[config.mk]
export PLATFORM = sky130hd
export DESIGN_NAME = dct1d_stream
export DESIGN_NICKNAME = d
export VERILOG_FILES = /design/src/rtl/dct1d_stream.sv
export SDC_FILE = /design/constraint.sdc
export NUM_CORES = 2
export LEC_CHECK = 0
export ABC_AREA = 1
export CELL_PAD_IN_SITES_DETAIL_PLACEMENT = 1
export CELL_PAD_IN_SITES_GLOBAL_PLACEMENT = 1
export CORE_MARGIN = 5
export CORE_UTILIZATION = 46
export DETAILED_ROUTE_END_ITERATION = 8
export GPL_TIMING_DRIVEN = 0
export PLACE_DENSITY = 0.77
export SYNTH_ARGS = -nofsm -noshare
export SYNTH_HDL_FRONTEND = slang
export SYNTH_SLANG_ARGS = --single-unit
[constraint.sdc]
create_clock -name clk -period 7.5 [get_ports clk]
set_input_delay 1.875 -clock clk [delete_from_list [all_inputs] [get_ports clk]]
set_output_delay 1.875 -clock clk [all_outputs]
set_load 0.005 [all_outputs]
[src/rtl/dct1d_stream.sv]
// Streaming 8-point orthonormal DCT-II / DCT-III engine with valid/ready on both sides.
// Two input banks alternate between filling and computing; results leave through a two-stage pipeline.
module dct1d_stream #(
    parameter int IN_W  = 8,
    parameter int OUT_W = 16
) (
    input  logic                    clk,
    input  logic                    rst_n,
    input  logic                    s_valid,
    output logic                    s_ready,
    input  logic signed [IN_W-1:0]  s_data,
    input  logic                    s_last,
    input  logic                    s_inv,
    output logic                    m_valid,
    input  logic                    m_ready,
    output logic signed [OUT_W-1:0] m_data,
    output logic [2:0]              m_index,
    output logic                    m_last,
    output logic                    err_frame
);
    localparam int CW = 16;
    localparam int PW = IN_W + CW;
    localparam int AW = IN_W + 19;
    localparam logic signed [AW-1:0] HALF = AW'(32'sd16384);
    localparam logic signed [AW-1:0] MAXV = AW'((64'sd1 <<< (OUT_W - 1)) - 64'sd1);
    localparam logic signed [AW-1:0] MINV = AW'(64'sd0 - (64'sd1 <<< (OUT_W - 1)));

    // Q1.14 basis value T[k][n]; the angle (2n+1)k is folded into the first quadrant
    function automatic logic signed [CW-1:0] coef(input logic [2:0] k, input logic [2:0] n);
        logic [4:0]           a;
        logic [3:0]           m;
        logic                 neg;
        logic signed [CW-1:0] mag;
        a = ({2'b00, n} * 5'd2 + 5'd1) * {2'b00, k};
        if (k == 3'd0) begin
            m   = 4'd4;
            neg = 1'b0;
        end else begin
            case (a[4:3])
                2'b00:   begin m = a[3:0];             neg = 1'b0; end
                2'b01:   begin m = 4'(5'd16 - a);      neg = 1'b1; end
                2'b10:   begin m = {1'b0, a[2:0]};     neg = 1'b1; end
                2'b11:   begin m = 4'(5'd0 - a);       neg = 1'b0; end
                default: begin m = 4'd0;               neg = 1'b0; end
            endcase
        end
        case (m)
            4'd1:    mag = 16'sd16069;
            4'd2:    mag = 16'sd15137;
            4'd3:    mag = 16'sd13623;
            4'd4:    mag = 16'sd11585;
            4'd5:    mag = 16'sd9102;
            4'd6:    mag = 16'sd6270;
            4'd7:    mag = 16'sd3196;
            default: mag = 16'sd0;
        endcase
        return neg ? -mag : mag;
    endfunction

    logic signed [IN_W-1:0] bank_r [2][8];
    logic [1:0]             bank_full_r;
    logic [1:0]             mode_r;
    logic                   wr_sel_r;
    logic [2:0]             wr_cnt_r;
    logic                   rd_sel_r;
    logic [2:0]             rd_k_r;
    logic signed [PW-1:0]   prod_r [8];
    logic signed [PW-1:0]   prod_s [8];
    logic                   a_valid_r;
    logic [2:0]             a_idx_r;
    logic                   a_last_r;
    logic signed [PW-1:0]   x_s;
    logic signed [PW-1:0]   c_s;
    logic signed [AW-1:0]   sum_s;
    logic signed [AW-1:0]   rnd_s;
    logic signed [OUT_W-1:0] sat_s;
    logic                   en_s;
    logic                   xfer_s;
    logic                   close_s;
    logic                   frame_err_s;
    logic                   issue_s;
    logic                   free_s;

    assign s_ready     = ~bank_full_r[wr_sel_r];
    assign xfer_s      = s_valid & s_ready;
    assign close_s     = xfer_s & ((wr_cnt_r == 3'd7) | s_last);
    assign frame_err_s = xfer_s & ((s_last & (wr_cnt_r != 3'd7)) | ((wr_cnt_r == 3'd7) & ~s_last));
    assign en_s        = ~m_valid | m_ready;
    assign issue_s     = en_s & bank_full_r[rd_sel_r];
    assign free_s      = issue_s & (rd_k_r == 3'd7);

    // Fill side: store samples, latch block mode, close blocks and flag framing errors
    always_ff @(posedge clk) begin
        if (!rst_n) begin
            wr_sel_r  <= 1'b0;
            wr_cnt_r  <= 3'd0;
            mode_r    <= 2'b00;
            err_frame <= 1'b0;
            for (int b = 0; b < 2; b++) begin
                for (int i = 0; i < 8; i++) begin
                    bank_r[b][i] <= '0;
                end
            end
        end else begin
            err_frame <= frame_err_s;
            if (xfer_s) begin
                // A short block clears its tail so stale samples never reach the transform
                for (int i = 0; i < 8; i++) begin
                    if (3'(i) == wr_cnt_r) begin
                        bank_r[wr_sel_r][i] <= s_data;
                    end else if (s_last && (3'(i) > wr_cnt_r)) begin
                        bank_r[wr_sel_r][i] <= '0;
                    end
                end
                if (wr_cnt_r == 3'd0) begin
                    mode_r[wr_sel_r] <= s_inv;
                end
                if (close_s) begin
                    wr_cnt_r <= 3'd0;
                    wr_sel_r <= ~wr_sel_r;
                end else begin
                    wr_cnt_r <= wr_cnt_r + 3'd1;
                end
            end
        end
    end

    // Bank occupancy: filled on block close, released once its last index is issued
    always_ff @(posedge clk) begin
        if (!rst_n) begin
            bank_full_r <= 2'b00;
        end else begin
            for (int b = 0; b < 2; b++) begin
                if (close_s && (wr_sel_r == 1'(b))) begin
                    bank_full_r[b] <= 1'b1;
                end else if (free_s && (rd_sel_r == 1'(b))) begin
                    bank_full_r[b] <= 1'b0;
                end
            end
        end
    end

    // Products for the current index; inverse mode walks the basis transposed
    always_comb begin
        x_s = '0;
        c_s = '0;
        for (int i = 0; i < 8; i++) begin
            x_s = PW'(bank_r[rd_sel_r][i]);
            if (mode_r[rd_sel_r]) begin
                c_s = PW'(coef(3'(i), rd_k_r));
            end else begin
                c_s = PW'(coef(rd_k_r, 3'(i)));
            end
            prod_s[i] = x_s * c_s;
        end
    end

    // Stage A: register products with their tags and advance the issue counter
    always_ff @(posedge clk) begin
        if (!rst_n) begin
            rd_sel_r  <= 1'b0;
            rd_k_r    <= 3'd0;
            a_valid_r <= 1'b0;
            a_idx_r   <= 3'd0;
            a_last_r  <= 1'b0;
            for (int i = 0; i < 8; i++) begin
                prod_r[i] <= '0;
            end
        end else if (en_s) begin
            a_valid_r <= bank_full_r[rd_sel_r];
            if (bank_full_r[rd_sel_r]) begin
                for (int i = 0; i < 8; i++) begin
                    prod_r[i] <= prod_s[i];
                end
                a_idx_r  <= rd_k_r;
                a_last_r <= (rd_k_r == 3'd7);
                rd_k_r   <= rd_k_r + 3'd1;
                if (rd_k_r == 3'd7) begin
                    rd_sel_r <= ~rd_sel_r;
                end
            end
        end
    end

    // Adder tree, round-half-up by 2^15 and clamp to the output width
    always_comb begin
        sum_s = '0;
        for (int i = 0; i < 8; i++) begin
            sum_s = sum_s + AW'(prod_r[i]);
        end
        rnd_s = (sum_s + HALF) >>> 15;
        if (rnd_s > MAXV) begin
            sat_s = MAXV[OUT_W-1:0];
        end else if (rnd_s < MINV) begin
            sat_s = MINV[OUT_W-1:0];
        end else begin
            sat_s = rnd_s[OUT_W-1:0];
        end
    end

    // Stage B: output register, held while the consumer stalls
    always_ff @(posedge clk) begin
        if (!rst_n) begin
            m_valid <= 1'b0;
            m_data  <= '0;
            m_index <= 3'd0;
            m_last  <= 1'b0;
        end else if (en_s) begin
            m_valid <= a_valid_r;
            if (a_valid_r) begin
                m_data  <= sat_s;
                m_index <= a_idx_r;
                m_last  <= a_last_r;
            end
        end
    end

endmodule

==> metrics.csv <==
stage;metric;value;unit
outcome;outcome;finished, violations left;
outcome;violations;capacitance limit, slew limit, setup timing;
yosys;synthFlopType;edfxtp_1;
timing;timing.final.ws_setup;-0.6976;ns
detailed_routing;via_count;52934;
place;place_area;0.06053;mm2
clock_tree;htreeDepth;2;
detailed_routing;dr.pass1.iters;6;
yosys;yosysSeqAreaShare;17.90;%
detailed_routing;drt_iter0_drc;4999;
detailed_routing;wirelength;247000;um
detailed_routing;wl_per_cell;26.94;um
yosys;ys_types;51;
setup_path;worst_path_max_delay_cell;fa_2;
global_routing;grt_pass1_vias;55663;
power;leakagePower;32.09;nW
yosys;synth.area.top_cells;fa_1 (33%), edfxtp_1 (17%), inv_1 (10%), ha_1 (10%), nand2_1 (6.8%);
global_routing;grt_pass1_wl;351200;um
global_routing;grtUsageTotal;35.69;%
yosys;syn_nets;8467;
timing;worst_slew_pin_slew;1.770;ns
clock_tree;clk_pin_slew_worst_paths;0.05;ns
timing;period_minus_slack;8.198;ns
die;ios;37;
setup_path;cp.arrival;8.52;ns
final_layout;drive_above_1_share;18.46;%
place;numPortBuffers;35;
power;p_clk_share;6.8;%
die;die_h;364.6;um
timing;hold_viol;0;
yosys;syn_area_per_cell;8.211;um2
final_layout;syn2layout_area_growth;20.73;%
yosys;ys_ff_latch;357;
setup_path;critPathKind;register to register;
timing;slew_violations;26;
final_layout;filler_cell_count;14628;
setup_path;path_max_fanout;7;
timing;period_share;109.3;%
flow_run;cap_violations;5;
power;swShare;56.44;%
clock_tree;clock-sinks;357;
clock_tree;clockBufferDepth;3;
setup_path;worst-path-buf-inv;8;
hold_path;hold_path_class;register to register;
final_layout;nets;8897;
timing;max_slew_margin;-19.22;%
yosys;ys_async_sr_fraction;0;%
timing;finalSetupTns;-13.60;ns
global_routing;grt_overflow_total;0;
setup_path;cp-end-kind;register;
setup_path;startpoint_type;register;
power;power_switching;0.01922;W
clock_tree;cts_tree;done;
timing;fmax;122.0;MHz
die;die-area;0.1329;mm2
die;die_w;364.6;um
final_layout;post-route-util;55.74;%
timing;rsz0062_at_grt;true;
clock_tree;cts_made_buffers;47;
setup_path;crit_family;adder cells;
die;start_util;46.17;%
yosys;yosysTopAreaCellShare;32.82;%
yosys;syn_area;0.05782;mm2
timing;setup_viol;47;
timing;finClkSkew;0.03470;ns
yosys;yosysTopAreaCell;fa_1;
place;place_congestion;0.9803;
yosys;synthesis.instances;7042;
die;rows;130;
global_routing;antenna_found_initial;26;
power;power;0.03405;W
detailed_routing;ant_nets;0;
setup_path;max_stage_delay;0.67;ns
power;p_comb_share;84.4;%
power;cell_internal_pwr;0.01483;W
yosys;yosysWarnings;0;
final_layout;stdcell_area;0.06981;mm2
detailed_routing;drc;0;
detailed_routing;viasPerCell;5.774;
place;dp_hpwl;193500;um
timing;holdWs;0.4667;ns
setup_path;crit_required;7.82;ns
global_routing;grt_max_degree;74;
clock_tree;cts_root_buf;clkbuf_16;
clock_tree;clock_latency;0.65;ns
yosys;synth_edf_count;320;
die;core;0.1252;mm2
power;power_frac_seq;8.8;%
power;ir_worst_vdd;0.7498;mV
power;cellPowerDensity;487.7;mW/mm2
-- worst paths after layout --
path                                 from            end  slack, ns  cells past startpoint
worst max-delay path            rd_k_r[0]  prod_r[1][95]      -0.70                     39
worst min-delay path            mode_r[1]      mode_r[1]       0.47                      2
worst max register to register  rd_k_r[0]  prod_r[1][95]      -0.70                     39
worst min register to register  mode_r[1]      mode_r[1]       0.47                      2
-- cells in the final DEF (no fill, tap or decap), types with 35 or more instances in the layout --
cell	count
clkbuf_1	126
o21ai_2	73
nand2_4	58
a21oi_1	283
fa_2	38
buf_4	303
nor2_1	853
nand3_1	192
a21oi_2	98
buf_6	49
o21ai_0	218
nor3_1	66
nand2_1	890
inv_2	66
o211ai_1	41
o21ai_1	68
inv_1	1500
nand4_1	42
fa_1	910
clkdlybuf4s50_1	35
edfxtp_1	320
ha_4	91
clkbuf_16	49
nand3_2	40
nor2_4	50
a21oi_4	40
nand2_2	108
ha_1	352
nor2_2	74
xnor2_1	42
-- power by group through the flow --
| stage | sequential (W) | combinational [W] | clock (W) |
|---|---|---|---|
| after floorplan | 0.00281 | 0.0151 | 0 |
| after global placement | 0.00305 | 0.0212 | 0 |
| after detailed placement | 0.00304 | 0.0219 | 0 |
| after CTS | 0.00300 | 0.0246 | 0.00230 |
| after global routing | 0.00301 | 0.0312 | 0.00239 |
| final | 0.00300 | 0.0287 | 0.00230 |
-- synthesized netlist by cell type (16+ instances only) --
library cell     n
inv_1         1576
nand2_1       1047
nor2_1         977
fa_1           948
ha_1           463
a21oi_1        421
o21ai_0        354
edfxtp_1       320
nand3_1        253
clkbuf_1       134
nor3_1          87
xnor2_1         45
nand4_1         42
o211ai_1        41
dfxtp_1         37
xor2_1          35
a31oi_1         31
o31ai_1         21
o21ai_1         19
o21a_1          18
o21bai_1        18
buf_2           16
-- layer usage --
layer | vias to the layer above | track usage [%] | share of wire [%]
li1 | 22739 | - | -
met1 | 27299 | 44.82 | 38
met2 | 2262 | 56.79 | 45
met3 | 622 | 9.267 | 9.3
met4 | 12 | 19.13 | 7.0
met5 | - | 0 | 0.032
-- sequential cells by signal, indices dropped and copies added, names as in the netlist, named ones only --
signal       flops
prod_r         192
bank_r         128
m_data          13
a_idx_r          3
m_index          3
rd_k_r           3
wr_cnt_r         3
bank_full_r      2
mode_r           2
a_last_r         1
a_valid_r        1
err_frame        1
m_last           1
m_valid          1
rd_sel_r         1
wr_sel_r         1
-- timing repair --
item / 4_1_cts / 5_1_grt
setup buffers: 173 / 167
resized for setup: 726 / 653
pin swaps: 213 / 255
hold buffers: 0 / 0
endpoints found under the setup margin: 147 / 120
hold endpoints to repair: 0 / 0
-- metrics by stage --
step / std cells / setup WS (ns)
final: 9167 / -0.6976
after CTS: 9000 / -0.3066
after floorplan: 7042 / 0.001477
after global placement: 8727 / -3.835
after global routing: 9159 / -0.7749
after detailed placement: 8744 / -2.149
-- kinds of logic (layout without fill, tap and decap cells) --
family | after synthesis | after routing | share of synthesized area [%]
other | 0 | 8 | 0
muxes | 3 | 3 | 0.05193
AOI/OAI and AO/OA | 963 | 963 | 9.014
adders and majority gates | 1411 | 1411 | 42.84
and+or+nand+nor | 2468 | 2468 | 17.43
DFF | 357 | 357 | 17.90
xor gates and xnor gates | 80 | 80 | 1.212
buffers and inverters | 1760 | 2227 | 11.55
-- cell type report --
type | count | area [um2] | area share (%)
clock inverters | 21 | 195.2 | 0.2796
flip-flops and latches | 357 | 10360 | 14.84
well taps | 1650 | 2064 | 2.957
clock buffers | 65 | 1296 | 1.857
multi-input cells | 4925 | 45700 | 65.46
inverters | 1594 | 6083 | 8.714
plain buffers | 162 | 792.0 | 1.134
repair buffers | 385 | 3298 | 4.724
diodes | 8 | 20.02 | 0.02868
-- worst min-delay path: stages (launching register included) --
cell and delay [ns]:
dfxtp_1 0.30, inv_1 0.06, a21oi_1 0.06
Power figures use the tool's default switching activity.
